$ cat src/rtl/sha3_axis_absorber.sv
// Purpose: packs AXI-Stream beats into rate-sized Keccak blocks with SHA-3 pad10*1 (suffix 0x06).
// Latency: BLK_VALID rises the cycle after the completing beat; PAD adds one cycle for aligned messages.
// Backpressure: S_TREADY is low while a block waits in OUT or is being padded; held until BLK_READY.
module sha3_axis_absorber #(
    parameter  int DATA_WIDTH = 64,
    localparam int BPB        = DATA_WIDTH / 8
) (
    input  logic                  ACLK,
    input  logic                  ARESET,
    input  logic                  S_TVALID,
    output logic                  S_TREADY,
    input  logic [DATA_WIDTH-1:0] S_TDATA,
    input  logic [BPB-1:0]        S_TKEEP,
    input  logic                  S_TLAST,
    input  logic [1:0]            S_TID,
    output logic                  BLK_VALID,
    input  logic                  BLK_READY,
    output logic [1599:0]         BLK_DATA,
    output logic                  BLK_LAST,
    output logic [1:0]            BLK_MODE
);

    localparam int NBEAT_MAX = 1600 / DATA_WIDTH;

    typedef enum logic [1:0] {ST_FILL, ST_OUT, ST_PAD} state_t;

    state_t        state_q, state_d;
    logic [7:0]    cnt_q, cnt_d;
    logic [1599:0] buf_q, buf_d;
    logic          pad_q, pad_d;
    logic [1:0]    mode_q, mode_d;
    logic          last_q, last_d;
    logic          in_msg_q, in_msg_d;

    logic [1:0]            eff_mode;
    logic [7:0]            rate_f;
    logic [7:0]            rate_p;
    logic [7:0]            beats_m1;
    logic [7:0]            kcnt;
    logic [7:0]            p;
    logic [DATA_WIDTH-1:0] wdat;

    // Rate in bytes for each SHA-3 variant.
    function automatic logic [7:0] rate_of(input logic [1:0] m);
        case (m)
            2'd0:    rate_of = 8'd144;
            2'd1:    rate_of = 8'd136;
            2'd2:    rate_of = 8'd104;
            default: rate_of = 8'd72;
        endcase
    endfunction

    // Beat decode: mode in force, masked write data and the pad position.
    always_comb begin
        eff_mode = in_msg_q ? mode_q : S_TID;
        rate_f   = rate_of(eff_mode);
        rate_p   = rate_of(mode_q);
        beats_m1 = (rate_f / 8'(BPB)) - 8'd1;
        kcnt     = '0;
        wdat     = '0;
        for (int k = 0; k < BPB; k++) begin
            kcnt = kcnt + {7'd0, S_TKEEP[k]};
            wdat[8*k +: 8] = S_TKEEP[k] ? S_TDATA[8*k +: 8] : 8'h00;
        end
        p = cnt_q * 8'(BPB) + kcnt;
    end

    // Next-state, buffer update and padding.
    always_comb begin
        state_d  = state_q;
        cnt_d    = cnt_q;
        buf_d    = buf_q;
        pad_d    = pad_q;
        mode_d   = mode_q;
        last_d   = last_q;
        in_msg_d = in_msg_q;
        case (state_q)
            ST_FILL: begin
                if (S_TVALID) begin
                    in_msg_d = 1'b1;
                    mode_d   = eff_mode;
                    for (int i = 0; i < NBEAT_MAX; i++) begin
                        if (cnt_q == 8'(i)) buf_d[i*DATA_WIDTH +: DATA_WIDTH] = wdat;
                    end
                    if (!S_TLAST) begin
                        if (cnt_q >= beats_m1) begin
                            state_d = ST_OUT;
                            last_d  = 1'b0;
                            cnt_d   = '0;
                        end else begin
                            cnt_d = cnt_q + 8'd1;
                        end
                    end else begin
                        state_d = ST_OUT;
                        cnt_d   = '0;
                        if (p < rate_f) begin
                            // Suffix and final pad bit; they merge into 0x86 when adjacent.
                            for (int b = 0; b < 200; b++) begin
                                if (8'(b) == p)             buf_d[8*b +: 8] = buf_d[8*b +: 8] | 8'h06;
                                if (8'(b) == rate_f - 8'd1) buf_d[8*b +: 8] = buf_d[8*b +: 8] | 8'h80;
                            end
                            last_d = 1'b1;
                        end else begin
                            // Message filled the block exactly: padding goes in a block of its own.
                            last_d = 1'b0;
                            pad_d  = 1'b1;
                        end
                    end
                end
            end
            ST_OUT: begin
                if (BLK_READY) begin
                    buf_d = '0;
                    if (pad_q) begin
                        state_d = ST_PAD;
                    end else begin
                        state_d = ST_FILL;
                        cnt_d   = '0;
                        if (last_q) in_msg_d = 1'b0;
                    end
                end
            end
            ST_PAD: begin
                buf_d = '0;
                buf_d[7:0] = 8'h06;
                for (int b = 0; b < 200; b++) begin
                    if (8'(b) == rate_p - 8'd1) buf_d[8*b +: 8] = buf_d[8*b +: 8] | 8'h80;
                end
                pad_d   = 1'b0;
                last_d  = 1'b1;
                state_d = ST_OUT;
            end
            default: state_d = ST_FILL;
        endcase
    end

    // State and datapath registers; reset drops any in-flight block.
    always_ff @(posedge ACLK or posedge ARESET) begin
        if (ARESET) begin
            state_q  <= ST_FILL;
            cnt_q    <= '0;
            buf_q    <= '0;
            pad_q    <= 1'b0;
            mode_q   <= 2'd0;
            last_q   <= 1'b0;
            in_msg_q <= 1'b0;
        end else begin
            state_q  <= state_d;
            cnt_q    <= cnt_d;
            buf_q    <= buf_d;
            pad_q    <= pad_d;
            mode_q   <= mode_d;
            last_q   <= last_d;
            in_msg_q <= in_msg_d;
        end
    end

    assign S_TREADY  = (state_q == ST_FILL) && !ARESET;
    assign BLK_VALID = (state_q == ST_OUT);
    assign BLK_DATA  = buf_q;
    assign BLK_LAST  = last_q;
    assign BLK_MODE  = mode_q;

endmodule
$ cat config.mk
export PLATFORM = sky130hd
export DESIGN_NAME = sha3_axis_absorber
export DESIGN_NICKNAME = d
export VERILOG_FILES = /design/src/rtl/sha3_axis_absorber.sv
export SDC_FILE = /design/constraint.sdc
export NUM_CORES = 2
export LEC_CHECK = 0
export ABC_AREA = 1
export CORE_AREA = 2 2 656 658
export DETAILED_ROUTE_END_ITERATION = 7
export DIE_AREA = 0 0 658 660
export PLACE_DENSITY_LB_ADDON = 0.12
export SYNTH_ARGS = -nofsm -noshare
export SYNTH_HDL_FRONTEND = slang
export SYNTH_SLANG_ARGS = --single-unit
$ cat constraint.sdc
create_clock -name ACLK -period 77.6 [get_ports ACLK]
set_input_delay 19.4 -clock ACLK [delete_from_list [all_inputs] [get_ports ACLK]]
set_output_delay 19.4 -clock ACLK [all_outputs]
set_load 0.05 [all_outputs]
* Yosys cells after proc, flatten, opt, wreduce, memory -nomap -nowiden
Index checks and enable logic that the tools add are counted. Widths: inputs -> output; s select.
Storage, ports and cells: input bits 79, bits in latches 0, register bits after elaboration 1615, memory bits (writable) 0, memories kept 0, memory bits (read-only) 0
Operators by class: muxes and demuxes 667, equal/unequal tests 634, reductions and logical operators 19, bitwise operators 0, $lt $le $gt $ge 2, shifts and indexed selects 0, multiply operators 0, divide/modulo/power cells 0, add/sub/neg operators 12
Operators by type and width (number):
- $mux 1600 | 4
- $pmux 1600 s3 | 1
- $mux 8 | 413
- $eq 8x8->1 const A | 216
- $mux 64 | 25
- $eq 7x8->1 const A | 192
- $eq 6x8->1 const A | 96
- $mux 3 | 200
- $eq 5x8->1 const A | 48
- $eq 4x8->1 const A | 24
- $eq 3x8->1 const A | 12
- $eq 8x5->1 const B | 9
- $eq 8x4->1 const B | 8
- $eq 2x8->1 const A | 6
- $pmux 8 s3 | 2
- $eq 8x3->1 const B | 4
- $logic_not 8->1 | 4
- $eq 1x8->1 const A | 3
- $eq 8x2->1 const B | 2
- $pmux 8 s2 | 1
- $sub 8x1->8 const B | 2
- $mux 2 | 6
- $mux 1 | 11
- $reduce_and 3->1 | 3
- 28 further kinds | 42

* Depth between registers and ports, before layout
word-level depth 15, gate-level depth with buffers 28, mapped depth without buffers 26

* Worst setup path after synthesis
OpenSTA, ideal clock, no wires.
path kind in2out, start point input ARESET, end point output S_TREADY, data arrival time 20.054 ns, stages on the path 1, data required time 58.200 ns, buffers on the path 0, path slack 38.146 ns, cell sequence nor2_1
Between the ends: word-level cells in the longest chain between the ends 2
RTL lines:
- start, declared | line 9 | input logic ARESET,
- $logic_not 1->1 | line 158 | assign S_TREADY = (state_q == ST_FILL) && !ARESET;
- $logic_and 1x1->1 | line 158
- end, declared | line 11 | output logic S_TREADY,
No other way between the ends.

* Worst setup path in the final report
Ends and elaborated chain as after synthesis.

==> impl_results.md <==
- Number of flops mapped to enable cells by yosys: 0
- Gate Count Post-Synth: 7652
- Global-route wire length before repair: 605 mm
- Placed cell areas: 92600 µm²
- GRT Residual Overflow: 0
- Via Count: 63487
- Post-CTS resize count: 0
- Die H: 660 µm
- Maximum clock skew at final layout: 82.0 ps
- Maximum clock frequency: 0.0248 GHz
- Crit path top cell by count: sky130_fd_sc_hd__clkdlybuf4s50_1
- Proportion of layout cells with a drive suffix above 1: 7.07%
- Total die area: 434000 µm²
- Post-Syn Area: 69200 µm²
- Layout overhead on the synthesized area: 44.1%
- Router iterations before antenna repair: 8
- Maximum number of pins on one net before global-route repair: 174
- Core utilization of the finished layout: 23.4%
- Remaining design rule violation count: 1
- Total global-route track usage: 20.4%
- Most instantiated flip-flop cell in the synthesis netlist: sky130_fd_sc_hd__dfrtp_1
- Syn. warnings: 0
- Final worst hold slack: 492 ps
- Multi-input combinational cell area: 21400 µm²
- Critical Path Source Type: input port
- Number of distinct standard cells referenced by the synthesized netlist: 39
- Worst hold-check path type: flop to flop
- FF/Latch Area: 40400 µm²
- Number of antenna violations at the first check in global routing: 48
- Number of I/O pins: 1684
- Buffers plus inverters on the worst setup path: 2
- Max-slew violation total from the final report: 0
- Post-synthesis async set-or-reset flop share: 100%
- Clk Tree Root Cell: sky130_fd_sc_hd__clkbuf_16
- Number of nets in the layout: 9261
- Worst path cell trace: clkdlybuf4s50_1 -> nor2_1 -> clkdlybuf4s50_1
- Antenna Nets Post-Route: 0
- Design Area, Final: 99700 µm²
- Category of cells accounting for the largest share of critical-path delay: buffers and inverters
- Final setup viols: 0
- Avg Inst Size Synth: 9.04 µm²
- Slew at the pin with the worst max-slew slack: 1280 ps
- Setup tns final: 0 ps
- Count of input and output buffers: 1683
- Relative slew slack: 14.7%
- Detailed-route wire length: 462 mm
- Fillers: 46332
- Cell with the largest stage delay on the worst path: sky130_fd_sc_hd__clkdlybuf4s50_1
- Share of the clock period used by the worst path: 52.0%
- Violated checks: design-rule violations
- Fraction of the yosys area taken by sequential cells: 58.4%
- Die W: 658 µm
- Critical path start-end classification: input port to output port
- Starting Density: 16.2%
- Max clock buf depth: 4
- Nets in the synthesized netlist: 7755
- # clock sinks: 1615
- Category of the worst setup path capture point: output port
- Number of failing hold endpoints at the final stage: 0
- Sum of net half-perimeters after detailed placement: 310 mm
- Standby leakage power: 42.5 nW
- Clock buffer count from CTS: 212
- Power density relative to cell area: 29.8 nW/µm²
- Stage delay of the slowest cell on the critical path: 830 ps
- Minimum clock period after layout: 40320 ps
- Vias per cell: 4.22
- Cts hold-fix bufs: 0
- Global placement routability congestion: 0.795
- Synthesis-stage register bit count: 1615
- Setup repair after global routing missed its margin: no
- CTS clock-pin slew for the worst setup and hold paths: 60 ps
- # H-tree levels: 4
- CORE AREA: 427000 µm²
- Drt first-iter violations: 4969
- Data required, critical path: 58200 ps
- # Max-Cap Violations: 0
- Clock tree from TritonCTS: yes
- Clock latency reported for the late side of the worst-skew pair: 910 ps
- Worst-path fanout max: 2
- Post-CTS setup buffers: 0
- Detailed-route wire length per cell: 30.7 µm
- Arrival time worst endpoint: 20920 ps
- Core Rows: 240
- Number of global-route vias before repair: 61980
- Maximum VDD drop: 0.0273 mV
- Result of the run: finished, violations left
[cell usage after synthesis, types with 2 or more instances]
cell type | count | area share (%)
sky130_fd_sc_hd__nor4_1 | 4 | 0.036
sky130_fd_sc_hd__a21oi_1 | 77 | 0.56
sky130_fd_sc_hd__clkinv_1 | 3 | 0.016
sky130_fd_sc_hd__buf_2 | 178 | 1.3
sky130_fd_sc_hd__nor3_2 | 2 | 0.029
sky130_fd_sc_hd__inv_2 | 26 | 0.14
sky130_fd_sc_hd__inv_1 | 1363 | 7.4
sky130_fd_sc_hd__buf_1 | 23 | 0.12
sky130_fd_sc_hd__nand3_1 | 17 | 0.12
sky130_fd_sc_hd__nor3_1 | 3 | 0.022
sky130_fd_sc_hd__a21oi_4 | 3 | 0.071
sky130_fd_sc_hd__ha_1 | 20 | 0.36
sky130_fd_sc_hd__nand4_1 | 61 | 0.55
sky130_fd_sc_hd__dfrtp_1 | 1615 | 58
sky130_fd_sc_hd__nor2_4 | 8 | 0.13
sky130_fd_sc_hd__buf_6 | 7 | 0.11
sky130_fd_sc_hd__nor3_4 | 4 | 0.094
sky130_fd_sc_hd__a21oi_2 | 19 | 0.24
sky130_fd_sc_hd__nand2_1 | 1683 | 9.1
sky130_fd_sc_hd__o21ai_0 | 361 | 2.6
sky130_fd_sc_hd__a311oi_1 | 4 | 0.051
sky130_fd_sc_hd__o22ai_1 | 1154 | 10
sky130_fd_sc_hd__clkbuf_1 | 393 | 2.1
sky130_fd_sc_hd__a211oi_1 | 37 | 0.40
sky130_fd_sc_hd__nor2_2 | 5 | 0.045
sky130_fd_sc_hd__o21bai_1 | 398 | 4.3
sky130_fd_sc_hd__nor2_1 | 159 | 0.86
sky130_fd_sc_hd__o21ai_1 | 8 | 0.058
sky130_fd_sc_hd__fa_1 | 4 | 0.12
sky130_fd_sc_hd__xor2_1 | 4 | 0.051
[metrics by stage]
stage | total power, mW | worst slack [ps] | std cells
after floorplan | 1.44 | 12630 | 7652
after global placement | 1.98 | 37220 | 14631
after detailed placement | 1.98 | 37270 | 14631
after CTS | 3.03 | 37270 | 15008
after global routing | 3.08 | 37250 | 15025
final | 2.97 | 37280 | 15036
[worst min-delay path, delay by kind of cell (launching register included)]
family	cells	cell delay (ps)
and+or+nand+nor	1	50
AOI/OAI and AO/OA	1	60
DFF	1	340
[kinds of logic after synthesis]
logic type | Yosys count | share of synthesized area, %
AND/OR/NAND/NOR | 1950 | 11.1
buffers and inverters | 1994 | 11.2
adder cells (fa/ha/maj) | 24 | 0.477
AO/OA/AOI/OAI | 2063 | 18.8
other | 1 | 0.00542
flip-flops | 1615 | 58.4
XOR/XNOR | 5 | 0.0633
[power breakdown]
part | total (mW) | switching [mW] | internal, mW
combinational | 1.04 | 0.846 | 0.191
clock | 1.03 | 0.423 | 0.605
sequential | 0.907 | 0.0268 | 0.880
total | 2.97 | 1.30 | 1.68
[worst paths after layout]
check                           start             end  slack, ps  depth (start not counted)
max                            ARESET        S_TREADY      37280                          3
min reg2reg                     pad_q           pad_q        490                          2
max in group asynchronous      ARESET   BLK_DATA[262]      53960                          7
max reg2reg                state_q[1]  BLK_DATA[1554]      73000                         12
min in group asynchronous      ARESET   BLK_DATA[431]      19070                          2
min                             pad_q           pad_q        490                          2
[placed cells by master, fill, tap and decap left out, types with 16 or more instances in the layout]
master | netlist | routed
sky130_fd_sc_hd__clkdlybuf4s50_1 | 0 | 1680
sky130_fd_sc_hd__nand2_1 | 1683 | 1643
sky130_fd_sc_hd__dfrtp_1 | 1615 | 1615
sky130_fd_sc_hd__inv_1 | 1363 | 1360
sky130_fd_sc_hd__o22ai_1 | 1154 | 1154
sky130_fd_sc_hd__o21bai_1 | 398 | 398
sky130_fd_sc_hd__o21ai_0 | 361 | 361
sky130_fd_sc_hd__clkbuf_16 | 0 | 214
sky130_fd_sc_hd__buf_4 | 1 | 209
sky130_fd_sc_hd__nor2_1 | 159 | 154
sky130_fd_sc_hd__a21oi_1 | 77 | 74
sky130_fd_sc_hd__nand4_1 | 61 | 61
sky130_fd_sc_hd__clkbuf_1 | 393 | 55
sky130_fd_sc_hd__clkbuf_8 | 0 | 49
sky130_fd_sc_hd__clkinv_2 | 0 | 42
sky130_fd_sc_hd__a211oi_1 | 37 | 37
sky130_fd_sc_hd__nand2_2 | 1 | 35
sky130_fd_sc_hd__diode_2 | 0 | 28
sky130_fd_sc_hd__a21oi_4 | 3 | 25
sky130_fd_sc_hd__ha_1 | 20 | 20
sky130_fd_sc_hd__nand3_1 | 17 | 17
sky130_fd_sc_hd__bufinv_16 | 0 | 16
[per-layer routing]
layer / track usage (%) / up-vias / routed length (µm)
met1: 23.6 / 32657 / 179000
met4: 7.39 / 6 / 19000
met2: 35.7 / 2357 / 229000
met3: 5.81 / 573 / 34900
met5: 0 / - / 39
li1: - / 27894 / -
[state kept, by name, summed over array words and instances, names as in the netlist]
signal / count
pad_q: 1
state_q: 2
BLK_LAST: 1
BLK_DATA: 1600
in_msg_q: 1
BLK_MODE: 2
cnt_q: 8
[layout make-up]
type	instances	share of cell area (%)
Antenna cell	28	0.0703
Clock buffer	318	6.25
Clock inverter	59	0.807
Inverter	1392	5.28
Multi-Input combinational cell	4043	21.4
Sequential cell	1615	40.5
Tap cell	5687	7.14
Timing Repair Buffer	1894	18.5
Power figures use the tool's default switching activity.
